**src/rtl/isquare_pkg.sv**
```systemverilog
// isquare_pkg: shared state encoding, default widths and counter sizing for isquare
package isquare_pkg;
   typedef enum logic [1:0] {IDLE, RUN, DONE} state_t;
   localparam int Y_WIDTH_DEF = 16;
   localparam int X_WIDTH_DEF = 32;
   function automatic int clog2(input int v);
      int r = 0;
      while ((1 << r) < v) r++;
      return r;
   endfunction
endpackage

```
**src/rtl/isquare_check.sv**
```systemverilog
// isquare_check: y == floor(sqrt(x_ref)) range compare, sq <= x_ref <= sq + 2*y
`ifdef ISQUARE_ROUNDTRIP_CHECK_EN
module isquare_check #(
   parameter int Y_WIDTH = 16,
   parameter int X_WIDTH = 32
) (
   input  logic [X_WIDTH-1:0] sq,
   input  logic [Y_WIDTH-1:0] y,
   input  logic [X_WIDTH-1:0] x_ref,
   output logic               ok_d
);
   localparam int W = X_WIDTH + 1;
   logic [W-1:0] lo, hi, r;
   always_comb begin
      lo   = W'(sq);
      r    = W'(x_ref);
      hi   = lo + (W'(y) << 1);
      ok_d = (lo <= r) && (r <= hi);
   end
endmodule
`endif

```
**src/rtl/isquare.sv**
```systemverilog
// isquare: sequential shift-and-add squarer x = y*y, one result per Y_WIDTH+1 cycles
// ISQUARE_ROUNDTRIP_CHECK_EN adds x_ref/ok round-trip check of the result against a sqrt input
module isquare
   import isquare_pkg::*;
#(
   parameter int Y_WIDTH = Y_WIDTH_DEF,
   parameter int X_WIDTH = X_WIDTH_DEF
) (
   input  logic               clk,
   input  logic               rst_n,
   input  logic [Y_WIDTH-1:0] y,
   input  logic               en,
   output logic [X_WIDTH-1:0] x,
   output logic               busy,
   output logic               dav
`ifdef ISQUARE_ROUNDTRIP_CHECK_EN
   ,
   input  logic [X_WIDTH-1:0] x_ref,
   output logic               ok
`endif
);
   localparam int CW = (clog2(Y_WIDTH) < 1) ? 1 : clog2(Y_WIDTH);

   if (X_WIDTH != 2 * Y_WIDTH) begin : g_width_bad
      $error("isquare: X_WIDTH must equal 2*Y_WIDTH");
   end

   state_t             state;
   logic [X_WIDTH-1:0] mcand, acc, sum;
   logic [Y_WIDTH-1:0] mplier;
   logic [CW-1:0]      cnt;

   // mcand is pre-shifted each iteration, so it already holds y<<k
   always_comb sum = acc + (mplier[0] ? mcand : '0);

`ifdef ISQUARE_ROUNDTRIP_CHECK_EN
   logic [Y_WIDTH-1:0] y_r;
   logic [X_WIDTH-1:0] xref_r;
   logic               ok_d;

   isquare_check #(.Y_WIDTH(Y_WIDTH), .X_WIDTH(X_WIDTH)) u_check (
      .sq   (sum),
      .y    (y_r),
      .x_ref(xref_r),
      .ok_d (ok_d)
   );

   always_ff @(posedge clk or negedge rst_n)
      if (!rst_n) begin
         y_r    <= '0;
         xref_r <= '0;
         ok     <= 1'b0;
      end else if (en) begin
         y_r    <= y;
         xref_r <= x_ref;
      end else if (state == RUN && cnt == '0) begin
         ok     <= ok_d;
      end
`endif

   always_ff @(posedge clk or negedge rst_n)
      if (!rst_n) begin
         state  <= IDLE;
         mcand  <= '0;
         mplier <= '0;
         acc    <= '0;
         cnt    <= '0;
         x      <= '0;
         busy   <= 1'b0;
         dav    <= 1'b0;
      end else if (en) begin
         state  <= RUN;
         mcand  <= X_WIDTH'(y);
         mplier <= y;
         acc    <= '0;
         cnt    <= CW'(Y_WIDTH - 1);
         busy   <= 1'b1;
         dav    <= 1'b0;
      end else begin
         case (state)
            RUN: begin
               acc    <= sum;
               mcand  <= mcand << 1;
               mplier <= mplier >> 1;
               cnt    <= cnt - 1'b1;
               if (cnt == '0) begin
                  x     <= sum;
                  state <= DONE;
                  dav   <= 1'b1;
                  busy  <= 1'b0;
               end
            end
            DONE: begin
               dav   <= 1'b0;
               state <= IDLE;
            end
            default: state <= IDLE;
         endcase
      end
endmodule

```
**config.mk**
```make
export PLATFORM = sky130hd
export DESIGN_NAME = isquare
export DESIGN_NICKNAME = d
export VERILOG_FILES = /design/src/rtl/isquare_pkg.sv /design/src/rtl/isquare_check.sv /design/src/rtl/isquare.sv
export SDC_FILE = /design/constraint.sdc
export NUM_CORES = 1
export LEC_CHECK = 0
export CAP_MARGIN = 40
export CELL_PAD_IN_SITES_DETAIL_PLACEMENT = 1
export CELL_PAD_IN_SITES_GLOBAL_PLACEMENT = 1
export CORE_UTILIZATION = 48
export DETAILED_ROUTE_END_ITERATION = 10
export GPL_TIMING_DRIVEN = 0
export PLACE_DENSITY_LB_ADDON = 0.1
export SKIP_CTS_REPAIR_TIMING = 1
export SYNTH_ARGS = -nofsm -noshare
export SYNTH_HDL_FRONTEND = slang
export SYNTH_SLANG_ARGS = --single-unit
export TNS_END_PERCENT = 100
```
**constraint.sdc**
```tcl
create_clock -name clk -period 8.3 [get_ports clk]
set_input_delay 0.83 -clock clk [delete_from_list [all_inputs] [get_ports clk]]
set_output_delay 0.83 -clock clk [all_outputs]
set_load 0.01 [all_outputs]
```
==> flow_summary.json <==
{
  "synth_simple_gate_area_share_pct": 24.26,
  "ioPinCount": 53,
  "seq_area_frac_synth_pct": 43.62,
  "antenna_found_initial": 0,
  "skew_ns": 0.009921,
  "cts.clk_slew.worst_paths_ns": 0.06,
  "num_antenna_cells": 0,
  "dpl.cell_count": 1041,
  "dp_hpwl_um": 16340,
  "cp_num_buf_inv": 1,
  "core_sq_um": 13930,
  "hold_ws_ns": 0.3270,
  "grt_first_pass_wirelength_um": 35670,
  "cts_tree": "done",
  "overflow": 0,
  "cp_slowest_cell": "dfrtp_1",
  "num_rows": 43,
  "ant_nets": 0,
  "clk_latency_ns": 0.43,
  "startpoint": "mplier[0]",
  "io_buffers": 52,
  "tns_ns": 0,
  "die_y_um": 121.8,
  "cts-root-buf": "clkbuf_16",
  "async_flop_share_pct": 100.0,
  "synthAdderAreaFrac_pct": 6.107,
  "end_kind": "flip-flop",
  "rsz0062_at_grt": "false",
  "layout-drive-gt1-share_pct": 6.831,
  "gp_congestion": 0.9180,
  "wl_met3_um": 914,
  "via_count": 6292,
  "via_per_inst": 5.864,
  "cap_violations": 0,
  "rr_endpoint": "x[12]",
  "muxShareOfSynthArea_pct": 1.236,
  "clock.fmax_mhz": 273.8,
  "grt_use_total_pct": 32.16,
  "power_leakage_nw": 3.755,
  "cpPeakStageDelay_ns": 0.45,
  "syn_inst": 808,
  "ys_seq_elements": 120,
  "instances_no_fill": 1073,
  "dr.max_layer_used": "met4",
  "power_w": 0.001737,
  "hold_viol": 0,
  "period_share_pct": 44.00,
  "dieArea_sq_um": 14820,
  "synthFlopType": "dfrtp_1",
  "clkSinkCount": 120,
  "drv_slew": 0,
  "timing.rr.start": "mplier[0]",
  "grt_max_degree": 76,
  "status": "finished clean",
  "cp.arrival_ns": 3.95,
  "setup_ws_ns": 4.648,
  "synth_cell_types": 61,
  "drtIter0Drc": 325,
  "post-place-ws_ns": 4.543,
  "synth_edf_count": 0,
  "critical_path.top_delay_family": "compound AO/OA/AOI/OAI gates",
  "synth_top_family_by_area": "simple AND/OR/NAND/NOR gates",
  "synth_area_sq_um": 6884,
  "min_path_type": "in -> async",
  "grt_pass1_vias": 6578,
  "crit_cells": 12,
  "powerDensity_nw_per_um2": 210.3,
  "rrSetupSlack_ns": 4.65,
  "initial_core_util_pct": 49.40,
  "crit_required_ns": 8.60,
  "crit_end": "x[12]",
  "synth_xor_area_share_pct": 3.381,
  "setup_violations": 0,
  "relSlewSlack_pct": 49.86,
  "final_nets": 932,
  "worstRegToRegCells": 12,
  "wl_met2_um": 10310,
  "syn_to_final_growth_pct": 19.99,
  "wirelength_um": 22150,
  "tightest_slew_ns": 0.7521,
  "cts_max_path_buffers": 2,
  "crit_path_start_kind": "flip-flop",
  "synth_area_per_cell_sq_um": 8.520,
  "synth_nets": 860,
  "min_period_ns": 3.652,
  "dr.pass1.iters": 4,
  "synth_compound_gate_area_share_pct": 17.78,
  "vdd_drop_max_mv": 0.1410,
  "htreeDepth": 4,
  "fill_cells": 1659,
  "route.detailed.drc": 0,
  "wl_per_cell_um": 20.64,
  "cts_buffers": 17,
  "cpMostUsedCell": "a21oi_1",
  "wl_met1_um": 10410,
  "die_w_um": 121.8,
  "yosys_warnings": 0,
  "cp_cell_sequence": "clkbuf_1 > and2_1 > ha_1 > fa_1 > a211oi_2 > o21bai_1 > a21oi_1 > o21ai_1 > a211o_1 > a21oi_1 > xor2_1 > o21ai_0",
  "crit_fanout": 10,
  "crit_type": "reg -> reg"
}
-- power by group --
part | switching (W) | total, W | internal (W)
Combinational | 0.000206 | 0.000325 | 0.000119
Clock | 0.000287 | 0.000760 | 0.000472
Sequential | 0.0000284 | 0.000653 | 0.000624
-- final cells by class --
class,instances,area (sq um),share of cell area [%]
buffer,49,207.7,2.514
clock buffer,21,480.5,5.816
clock inverter,11,121.4,1.469
inverter,11,41.29,0.4998
multi-input combinational,628,3632,43.97
sequential,120,3003,36.35
tap,180,225.2,2.726
timing repair buffer,53,549.3,6.650
-- flip-flops by register name, summed over array words and instances, names as in the netlist --
name	count
acc	32
busy	1
cnt	4
dav	1
mcand	32
mplier	16
state	2
x	32
-- synthesized netlist by cell type, drive strengths merged, types with 14 or more instances --
master | number | area, sq um
a21oi | 65 | 329.1
a31oi | 34 | 212.7
and2 | 33 | 206.5
clkbuf | 38 | 145.1
dfrtp | 120 | 3003
ha | 32 | 400.4
nand2 | 213 | 809.5
nand3 | 25 | 125.1
nor2 | 38 | 142.6
nor3 | 14 | 80.08
o21ai | 44 | 220.2
xnor2 | 19 | 166.4
-- routing by layer --
metal	up-vias	GRT usage [%]
met2	138	50.85
met4	0	12.65
met5	-	0
met1	3155	43.73
met3	36	5.665
li1	2963	-
-- cells in the final DEF (no fill, tap or decap), types with 12 or more instances in the layout --
cell type        synthesis  routed
xnor2_1                 19      19
clkbuf_1                36      36
nand3_1                 25      25
nor2_1                  38      38
clkdlybuf4s50_1          0      51
o21ai_0                 37      37
nor3_1                  12      12
a31oi_1                 34      34
clkbuf_16                0      17
and2_1                  33      33
ha_1                    32      32
a21oi_1                 64      64
dfrtp_1                120     120
nand2_1                211     211
-- kinds of logic after synthesis --
logic type | Yosys count
XOR/XNOR | 25
adder cells (fa/ha/maj) | 33
AO/OA/AOI/OAI | 199
flip-flops | 120
buffers and inverters | 60
multiplexers | 8
AND/OR/NAND/NOR | 363
-- through the flow --
| stage | utilization, % | cell area [sq um] |
|---|---|---|
| 2_1_floorplan | - | 6884 |
| 3_3_place_gp | 54.75 | 7630 |
| 3_5_place_dp | 54.96 | 7659 |
| 4_1_cts | 59.28 | 8260 |
| 5_1_grt | 59.28 | 8260 |
| 6_report | 59.28 | 8260 |
-- worst min-delay path by stage --
stage,startpoint,cells past startpoint,slack [ns],end
floorplan,acc[10],2,0.48,acc[10]
global placement,x[4],2,0.46,x[4]
detailed placement,x[29],2,0.47,x[29]
CTS,rst_n,1,0.34,x[8]
global route,rst_n,1,0.37,x[8]
finish,rst_n,1,0.33,x[8]
Power figures use the tool's default switching activity.
==> variant 1, RTL diff (config.mk and constraints unchanged) <==
Build with the macro `ISQUARE_ROUNDTRIP_CHECK_EN` defined.
--- a/src/rtl/isquare_check.sv
+++ b/src/rtl/isquare_check.sv
@@ -1,3 +1,5 @@
 // isquare_check: y == floor(sqrt(x_ref)) range compare, sq <= x_ref <= sq + 2*y
+`define ISQUARE_ROUNDTRIP_CHECK_EN
+
 `ifdef ISQUARE_ROUNDTRIP_CHECK_EN
 module isquare_check #(
Ports: changed (added ok and x_ref); port bits go from 53 to 86. No check against the original RTL was run, so the function may have changed too.
==> variant 1 against the unedited design <==
  * Global-route usage is 0.57 points lower
  * Total power is 74% higher
  * Synthesized area is 64% higher
  * Setup slack worse by 3.8 ns
  * Cell area is 60% higher
  * Critical endpoint is now ok
  * Routed wire length is 66% higher
  * Sequential cell count is 49 higher
==> variant 1: results (changes against the unedited design) <==
Cells after DPL -> 1,716 (+65%)
Synth unique cells -> 72 (+18%)
Fillers -> 2,747 (+66%)
Synthesized netlist cell count -> 1,317 (+63%)
Yosys warning total -> 0 (unchanged)
GRT Total Usage -> 31.6% (-0.57 points)
R2R setup slack -> 0.82 ns (-3.83 ns)
Routed vias/inst -> 5.81 (-0.99%)
First-pass GRT wire length -> 58.5 mm (+64%)
Max rail drop VDD -> 0.000182 V (+29%)
Mux share of post-synthesis cell area -> 1.75% (+0.51 points)
Wire per inst -> 21.1 um (+2.2%)
Antenna violations before repair -> 2 (+2)
Min Hold Slack -> 0.285 ns (-0.0422 ns)
Drt total wl -> 36.9 mm (+66%)
Routability cong. -> 0.902 (-1.7%)
Synth Area in Adders -> 12.7% (+6.6 points)
Met2 Usage GRT -> 54.5% (+3.6 points)
Total CTS buffers -> 17 (unchanged)
Compound-Gate Fraction of Synth Area -> 18.7% (+0.95 points)
Nets@finish -> 1,587 (+70%)
H-tree depth -> 4 (unchanged)
Vias in the first global route -> 10.6k (+61%)
Clock skew -> 0.0207 ns (+0.0108 ns)
Largest stage delay, worst path -> 0.74 ns (+0.29 ns)
Largest net degree at the start of global routing -> 113 (+49%)
Hpwl dp -> 28.3 mm (+73%)
Fraction of layout cells with a size suffix above 1 -> 5.71% (-1.1 points)
Post-Synth XOR/XNOR Area -> 4.20% (+0.82 points)
Slowest-stage cell, CP -> a211oi_1
Reg2reg path depth -> 27 (+15)
Final Slew Violations -> 0 (unchanged)
DRT Pass-1 Iters -> 4 (unchanged)
Top post-synthesis cells by area -> dfrtp_1 37%, ha_1 12%, nand2_1 10%
RR Endpoint -> ok
Syn nets -> 1,482 (+72%)
Clock-pin slew on the worst setup and hold paths -> 0.08 ns (+0.02 ns)
Worst-margin pin slew -> 0.819 ns (+0.0665 ns)
Crit Path Max Fanout -> 10 (unchanged)
Initial drt markers -> 525 (+62%)
Multi-input gate area -> 6560 um2 (+81%)
Clock latency on the worst-skew pair -> 0.46 ns (+0.03 ns)
Async S/R FF share, synth -> 100% (unchanged)
GR Util met3 -> 3.61% (-2.1 points)
# diodes -> 0 (unchanged)
Worst Path Arrival -> 7.79 ns (+3.84 ns)
Static Leakage -> 6.20 nW (+65%)
Place WS -> 1.09 ns (-3.45 ns)
Met1 Use GR -> 42.1% (-1.6 points)
Status -> finished clean
Seq/Total Area, Yosys -> 37.3% (-6.3 points)
I/O Buffers -> 85 (+63%)
Commonest cells post-synth -> 306 x nand2_1, 169 x dfrtp_1, 112 x ha_1
## variant 1: cell count changes after synthesis, moves of 10 or more
cell,unedited run,this run
inv_1,11,59
ha_1,32,112
nor2_1,38,54
nand3_1,25,9
nand4_1,7,32
nand2b_1,4,15
o21ai_0,37,86
xnor2_1,19,29
a21oi_1,64,105
a21o_1,10,38
xor2_1,5,19
nand2_1,211,306
dfrtp_1,120,169
mux2_2,3,14
## variant 1: layout make-up
class | count | share of cell area (%)
Buffer | 61 | 2.39
Tap cell | 313 | 2.96
Sequential cell | 169 | 32.0
Multi-Input combinational cell | 1028 | 49.6
Clock inverter | 15 | 1.56
Clock buffer | 17 | 3.22
Timing Repair Buffer | 86 | 6.68
Inverter | 59 | 1.67
## variant 1: how the worst max path moves through the flow
| stage | from | endpoint | slack, ns | depth (start not counted) |
|---|---|---|---|---|
| after global placement | rst_n | mcand[27] | -0.74 | 1 |
| final | mplier[0] | ok | 0.82 | 27 |
| after global routing | mplier[0] | ok | 0.46 | 27 |
| after CTS | mplier[0] | ok | 0.88 | 27 |
| after detailed placement | mplier[0] | ok | 1.09 | 27 |
| after floorplan | mplier[0] | ok | 2.38 | 28 |
## variant 1: power by group
part           total, mW  internal [mW]  switching [mW]
combinational       1.24          0.503           0.737
sequential         0.937          0.886          0.0507
clock              0.851          0.418           0.433
total               3.03           1.81            1.22
## variant 1: metal layers
layer	up-vias	share of wire (%)
met5	-	0.027
met4	2	1.6
met3	48	3.5
met2	189	48
met1	5121	47
li1	4789	-
## variant 1: cell families after synthesis
kind of cell / Yosys count
compound gates: 337
xor+xnor: 50
fa+ha+maj: 114
buf+inv: 120
flops: 169
mux: 18
simple gates: 509
==> variant 2, RTL diff (same settings) <==
Made on the original files. The 3 states of `state_t` get a one-hot encoding in 3 bits.
--- a/src/rtl/isquare_pkg.sv
+++ b/src/rtl/isquare_pkg.sv
@@ -1,5 +1,5 @@
 // isquare_pkg: shared state encoding, default widths and counter sizing for isquare
 package isquare_pkg;
-   typedef enum logic [1:0] {IDLE, RUN, DONE} state_t;
+   typedef enum logic [2:0] {IDLE = 3'b001, RUN = 3'b010, DONE = 3'b100} state_t;
    localparam int Y_WIDTH_DEF = 16;
    localparam int X_WIDTH_DEF = 32;
Formal check against the unedited RTL: same outputs for any inputs over 10 cycles, from zero or initial values and one cycle with rst_n low; not proved beyond that.
==> variant 2 against the unedited design <==
  * Routed wire length down 10%
  * Synthesized area down 3.9%
  * Synthesized cell count down 4.7%
  * Cell area down 3.2%
  * Utilization up 0.61 points
  * Setup slack worse by 0.21 ns
  * Sequential cell count up 1
  * Total power up 9.2%
  * Critical path type unchanged
  * Highest routed layer unchanged
==> variant 2: results (changes against the unedited design) <==
Place WS -> 4.64 ns (+0.0948 ns)
Mux share of post-synthesis cell area -> 1.67% (+0.43 points)
I/O Buffers -> 51 (-1.9%)
Fraction of layout cells with a size suffix above 1 -> 6.20% (-0.63 points)
Seq/total area -> 37.9% (+1.5 points)
CLK BUF -> 18 (-14%)
Combinational power -> 0.440 mW (+35%)
Vias in the first global route -> 6,166 (-6.3%)
Seq/Total Area, Yosys -> 45.8% (+2.2 points)
Initial drt markers -> 288 (-11%)
Multi-input gate share of the layout cell area -> 42.1% (-1.9 points)
Syn nets -> 822 (-4.4%)
Max rail drop VDD -> 0.000146 V (+3.6%)
Compound-Gate Fraction of Synth Area -> 17.7% (-0.027 points)
Wire per inst -> 19.3 um (-6.5%)
Hpwl dp -> 14.0 mm (-14%)
GRT Total Usage -> 29.6% (-2.5 points)
R2R setup slack -> 4.44 ns (-0.21 ns)
Flop pwr share -> 36.3% (-1.3 points)
Status -> finished clean
DRT Pass-1 Iters -> 5 (+1)
Largest stage delay, worst path -> 0.62 ns (+0.17 ns)
Slowest-stage cell, CP -> a31oi_1
Routed vias/inst -> 5.76 (-1.8%)
Commonest cells post-synth -> 227 x nand2_1, 120 x dfrtp_1, 73 x a21oi_1
Fillers -> 1,582 (-4.6%)
Area Growth Syn to Fin -> 20.9%
Worst Path Arrival -> 4.16 ns (+0.21 ns)
Syn avg cell area -> 8.59 um2 (+0.80%)
Pint -> 1.28 mW (+5.3%)
Final Non-Filler Cells -> 1,031 (-3.9%)
Largest net degree at the start of global routing -> 68 (-11%)
Clock skew -> 0.00778 ns (-0.00214 ns)
Top post-synthesis cells by area -> dfrtp_1 45%, nand2_1 13%, ha_1 6.1%
# clock sinks -> 121 (+0.83%)
Count of plain and timing-repair buffers -> 97 (-4.9%)
Reg2reg path depth -> 11 (-1)
-- variant 2: worst min-delay path by stage --
stage                       start      end  slack [ns]  depth (start not counted)
after floorplan           acc[10]  acc[10]        0.46                          2
after global placement      x[24]    x[24]        0.46                          2
after detailed placement    x[22]    x[22]        0.46                          2
after CTS                   rst_n  acc[19]        0.39                          1
after global routing        rst_n    x[21]        0.41                          1
final                       rst_n    x[21]        0.37                          1
-- variant 2: cells by family after synthesis --
group,after synthesis
AND/OR/NAND/NOR,331
buffers and inverters,57
adder cells (fa/ha/maj),33
XOR/XNOR,30
multiplexers,10
AO/OA/AOI/OAI,188
flip-flops,121
-- variant 2: metal layers --
metal | vias to the layer above | part of all wire [%] | global-route usage [%] | wire [um]
li1 | 2771 | - | - | -
met1 | 2989 | 46 | 39.0 | 9140
met2 | 137 | 47 | 48.2 | 9410
met3 | 40 | 4.3 | 5.27 | 849
met4 | 0 | 2.6 | 12.3 | 510
met5 | - | 0 | 0 | 0
